==> src/rtl/core_pkg.sv <==
// Shared types and constants for the RV32 pipeline.
// Fetch-side definitions used by fetch_stage and pc_reg.
package core_pkg;

  localparam logic [31:0] NOP_INSTR = 32'h0000_0013;
  localparam int          PC_INC    = 4;

  typedef enum logic {
    RUN,
    HALTED
  } fetch_state_t;

endpackage

==> src/rtl/pc_reg.sv <==
// Program counter with redirect load, hold and sequential increment.
// Also keeps a sticky flag for redirect targets that were not word aligned.
module pc_reg
  import core_pkg::*;
#(
  parameter int PC_W = 9
) (
  input  logic            clk,
  input  logic            reset,
  input  logic            i_load,
  input  logic            i_hold,
  input  logic [PC_W-1:0] i_tgt,
  output logic [PC_W-1:0] o_pc,
  output logic            o_misaligned
);

  localparam logic [PC_W-1:0] INC = PC_W'(PC_INC);

  logic [PC_W-1:0] r_pc;
  logic            r_mis;

  always_ff @(posedge clk) begin
    if (reset) begin
      r_pc  <= '0;
      r_mis <= 1'b0;
    end else if (i_load) begin
      r_pc  <= {i_tgt[PC_W-1:2], 2'b00};
      r_mis <= r_mis | (|i_tgt[1:0]);
    end else if (!i_hold) begin
      r_pc <= r_pc + INC;
    end
  end

  assign o_pc         = r_pc;
  assign o_misaligned = r_mis;

endmodule

==> src/rtl/fetch_stage.sv <==
// IF stage: PC, IF/ID register, redirect squash and halt freeze.
// Only RUN reacts to PcSel/Stall; HALTED is left by reset alone.
module fetch_stage
  import core_pkg::*;
#(
  parameter int          PC_W      = 9,
  parameter logic [31:0] NOP_INSTR = core_pkg::NOP_INSTR
) (
  input  logic            clk,
  input  logic            reset,
  input  logic            PcSel,
  input  logic [31:0]     BrPC,
  input  logic            Halt,
  input  logic            Stall,
  output logic [PC_W-1:0] imem_addr,
  input  logic [31:0]     imem_rdata,
  output logic [PC_W-1:0] IfId_PC,
  output logic [31:0]     IfId_Instr,
  output logic            IfId_Valid,
  output logic            Flush,
  output logic            Halted,
  output logic            Misaligned,
  output logic [31:0]     FetchCount
);

  fetch_state_t r_state;
  fetch_state_t w_next;

  logic            w_run;
  logic            w_redir;
  logic            w_adv;
  logic [PC_W-1:0] w_pc;
  logic            w_unused;

  logic [PC_W-1:0] r_ifid_pc;
  logic [31:0]     r_ifid_instr;
  logic            r_ifid_valid;
  logic            r_flush;
  logic [31:0]     r_count;

  assign w_run    = (r_state == RUN);
  assign w_redir  = w_run & PcSel;
  assign w_adv    = w_run & ~PcSel & ~Stall;
  assign w_unused = ^BrPC[31:PC_W];

  pc_reg #(
    .PC_W(PC_W)
  ) u_pc (
    .clk         (clk),
    .reset       (reset),
    .i_load      (w_redir),
    .i_hold      (~w_adv),
    .i_tgt       (BrPC[PC_W-1:0]),
    .o_pc        (w_pc),
    .o_misaligned(Misaligned)
  );

  always_ff @(posedge clk) begin
    if (reset) r_state <= RUN;
    else       r_state <= w_next;
  end

  always_comb begin
    w_next = r_state;
    if (w_redir && Halt) w_next = HALTED;
  end

  always_ff @(posedge clk) begin
    if (reset) begin
      r_ifid_pc    <= '0;
      r_ifid_instr <= NOP_INSTR;
      r_ifid_valid <= 1'b0;
      r_flush      <= 1'b0;
      r_count      <= '0;
    end else if (w_redir) begin
      r_ifid_pc    <= '0;
      r_ifid_instr <= NOP_INSTR;
      r_ifid_valid <= 1'b0;
      r_flush      <= 1'b1;
    end else if (w_adv) begin
      r_ifid_pc    <= w_pc;
      r_ifid_instr <= imem_rdata;
      r_ifid_valid <= 1'b1;
      r_flush      <= 1'b0;
      r_count      <= r_count + 32'd1;
    end else begin
      r_flush <= 1'b0;
    end
  end

  assign imem_addr  = w_pc;
  assign IfId_PC    = r_ifid_pc;
  assign IfId_Instr = r_ifid_instr;
  assign IfId_Valid = r_ifid_valid;
  assign Flush      = r_flush;
  assign Halted     = (r_state == HALTED);
  assign FetchCount = r_count;

endmodule

==> config.mk <==
export PLATFORM = sky130hd
export DESIGN_NAME = fetch_stage
export DESIGN_NICKNAME = d
export VERILOG_FILES = /design/src/rtl/core_pkg.sv /design/src/rtl/pc_reg.sv /design/src/rtl/fetch_stage.sv
export SDC_FILE = /design/constraint.sdc
export NUM_CORES = 1
export LEC_CHECK = 0
export CAP_MARGIN = 20
export CELL_PAD_IN_SITES_DETAIL_PLACEMENT = 1
export CELL_PAD_IN_SITES_GLOBAL_PLACEMENT = 2
export CORE_UTILIZATION = 23
export CTS_BUF_LIST = sky130_fd_sc_hd__clkbuf_4 sky130_fd_sc_hd__clkbuf_8
export CTS_CLUSTER_DIAMETER = 60
export CTS_CLUSTER_SIZE = 28
export DETAILED_ROUTE_END_ITERATION = 7
export GPL_ROUTABILITY_DRIVEN = 0
export PLACE_DENSITY = 0.85
export SKIP_CTS_REPAIR_TIMING = 1
export SYNTH_ARGS = -nofsm -noshare
export SYNTH_HDL_FRONTEND = slang
export SYNTH_HIERARCHICAL = 1
export SYNTH_SLANG_ARGS = --single-unit
==> constraint.sdc <==
create_clock -name clk -period 2.85 [get_ports clk]
set_clock_uncertainty 0.1 [all_clocks]
set_input_delay 0.57 -clock clk [delete_from_list [all_inputs] [get_ports clk]]
set_output_delay 0.57 -clock clk [all_outputs]
set_load 0.02 [all_outputs]
==> results.ini <==
[outcome]
status = complete, no violations

[global_route]
antenna_found_initial = 0
grt_pass1_vias = 3779
grt_usage_pct = 15.2
grt_overflow = 0
grt_first_pass_wirelength_um = 19100
grt_start_max_net_pins = 46

[critical_path]
crit_start = PcSel
reg2reg_depth = 4
crit_path_max_incr_delay_ps = 560
crit_chain = clkdlybuf4s50_1 > nor4b_4 > buf_4 > nand4_2 > or4_1 > a21oi_1
r2r_slack_ps = 540
path_class = input port to flip-flop
slowest_stage = clkdlybuf4s50_1
critPathMaxFanout = 10
crit_path_start_kind = input port
crit_required_ps = 3050
endpoint = FetchCount[31]
end_kind = flip-flop
crit-reg2reg-launch = FetchCount[4]
worst_ep_arrival_time_ps = 2610
r2r_end = FetchCount[31]

[timing]
tns_ps = 0
finalSetupViolCount = 0
holdWs_ps = 357
tightest_slew_ps = 580
period_needed_ps = 2400
hold_viol_final = 0
layout_setup_ws_ps = 448
max-slew-margin-rel_pct = 61.2
final_max_slew_viol_count = 0
fmax_ghz = 0.416
rsz0062_at_grt = false
final.period_utilization_pct = 84.3

[place]
dpl.hpwl_um = 8130
place_ws_ps = 46.8
io_buffers = 129

[layout]
n_fill_cell = 1714
area_delta_synth_final_pct = 47.7
drive_gt1_share_pct = 6.14
num_antenna_cells = 0
fin_nets = 621

[synthesis]
yosys.area.top_type = dfxtp_1
synth.avg_cell_area_um2 = 8.23
yosys_warnings = 6
synth.area.top_cells = dfxtp_1 (48%), nand2_1 (11%), a21oi_1 (9.1%)
ys_seq_area_share_pct = 48.0
synthDistinctLibCells = 39
syn_inst = 426
synth_compound_area_share_pct = 15.5
async_flop_share_pct = 0
synthAdderAreaFrac_pct = 0.714
synth_top_family_by_area = simple AND/OR/NAND/NOR gates
ys_ff_latch = 84
synth_edf_count = 0
syn_area_um2 = 3500
synth-simple-area-share_pct = 27.6
synthXorXnorAreaFrac_pct = 3.25
yosysTopAreaCellShare_pct = 48.0
muxShareOfSynthArea_pct = 0.643
synthFlopType = dfxtp_1

[clocking]
htree_levels = 3
worstSkewPairLatency_ps = 370
clk_pin_slew_ps = 80
clock_path_buffers = 2
cts_root_buf = clkbuf_8
cts.sinks = 84
cts_made_buffers = 9
cts_tree = built

[floorplanning]
die_y_um = 125
io_pins = 155
die_area_um2 = 15700
initial_core_util_pct = 23.8
rows = 44
core_um2 = 14700
die_w_um = 125

[pwr]
max-vdd-ir-drop_mv = 0.263
leakage_nw = 1.70
power_density_nw_per_um2 = 446
power.total_mw = 2.31

[detailed_routing]
ant_nets = 0
drtIter0Drc = 174
vias = 3542
drcViolationCount = 0
wl_per_cell_um = 15.4
firstDrtPassIters = 6
wirelength_um = 11400
viasPerCell = 4.80

[worst_hold_path]
hold_path_class = flip-flop to flip-flop

[run]
drv_cap = 0

-- layer usage --
metal | GRT usage, % | vias to the layer above | share of wire (%)
li1 | - | 1734 | -
met1 | 16.5 | 1696 | 41
met2 | 26.0 | 101 | 48
met3 | 7.70 | 11 | 9.2
met4 | 4.38 | 0 | 1.1
met5 | 0 | - | 0
-- through the flow --
| stage | instances | util, % | instance area (µm²) |
|---|---|---|---|
| after floorplan | 427 | - | 3510 |
| after global placement | 723 | 34.0 | 5000 |
| after detailed placement | 723 | 34.0 | 5000 |
| after CTS | 738 | 35.2 | 5180 |
| after global routing | 738 | 35.2 | 5180 |
| final | 738 | 35.2 | 5180 |
-- kinds of logic (layout without fill, tap and decap cells) --
kind of cell / count (synthesis) / in the layout
and+or+nand+nor: 193 / 193
AOI/OAI and AO/OA: 94 / 94
DFF: 84 / 84
buffers and inverters: 37 / 164
xor gates and xnor gates: 13 / 13
adders and majority gates: 2 / 2
muxes: 2 / 2
other: 1 / 2
-- worst min path at each step --
stage,startpoint,endpoint,cells past startpoint
after floorplan,u_pc/o_misaligned,u_pc/o_misaligned,2
after global placement,u_pc/o_misaligned,u_pc/o_misaligned,2
after detailed placement,u_pc/o_misaligned,u_pc/o_misaligned,2
after CTS,IfId_Instr[8],IfId_Instr[8],2
after global routing,IfId_Instr[10],IfId_Instr[10],2
final,IfId_Instr[28],IfId_Instr[28],2
-- cell usage after synthesis, types with 2 or more instances --
cell type	count
nand2_1	101
dfxtp_1	84
a21oi_1	64
clkbuf_1	24
nor2_1	19
o31ai_1	17
or4_1	17
nand4_1	14
nand3_1	11
inv_1	9
xor2_1	8
and4_1	5
o21ai_0	5
xnor2_1	5
and3_1	4
or3_1	4
a211oi_1	3
and2_1	3
buf_4	2
ha_1	2
mux2_2	2
nand2b_1	2
nand4_2	2
nand4b_1	2
nor2b_1	2
nor4_1	2
-- power breakdown --
group | switching, mW | total (mW) | internal (mW) | leakage, nW
Clock | 0.445 | 0.801 | 0.357 | 0.0872
Sequential | 0.0278 | 1.23 | 1.20 | 0.681
Combinational | 0.141 | 0.276 | 0.135 | 0.928
Total | 0.614 | 2.31 | 1.69 | 1.70
-- final cells by class --
type,count,area [µm²],area share [%]
Inverter,10,37.5,0.725
Clock buffer,11,151,2.92
Sequential cell,84,1680,32.5
Multi-Input combinational cell,306,1690,32.6
Timing Repair Buffer,139,1370,26.4
Clock inverter,4,25.0,0.483
Tap cell,184,230,4.45
-- worst max-delay path, delay by kind of cell --
kind / cells / cell delay (ps)
AOI/OAI and AO/OA: 1 / 150
and+or+nand+nor: 3 / 1130
buffers and inverters: 2 / 760
-- placed cells by master, fill, tap and decap left out, drive strengths merged, types with 3 or more instances in the layout --
master           n
a211oi           3
dfxtp           84
nor2            19
inv              9
o21ai            6
or4             17
o31ai           17
clkbuf          11
buf             10
clkdlybuf4s50  129
xnor2            5
xor2             8
nand2          101
nand3           11
nand4           16
and3             4
a21oi           64
and4             5
or3              4
clkinv           3
and2             4
-- state kept, by name, indices dropped and copies added (netlist names) --
name               cells
u_pc/o_misaligned      1
FetchCount            32
Flush                  1
IfId_Instr            32
IfId_Valid             1
u_pc/o_pc              7
Halted                 1
IfId_PC                9
(Power assumes the default switching activity.)
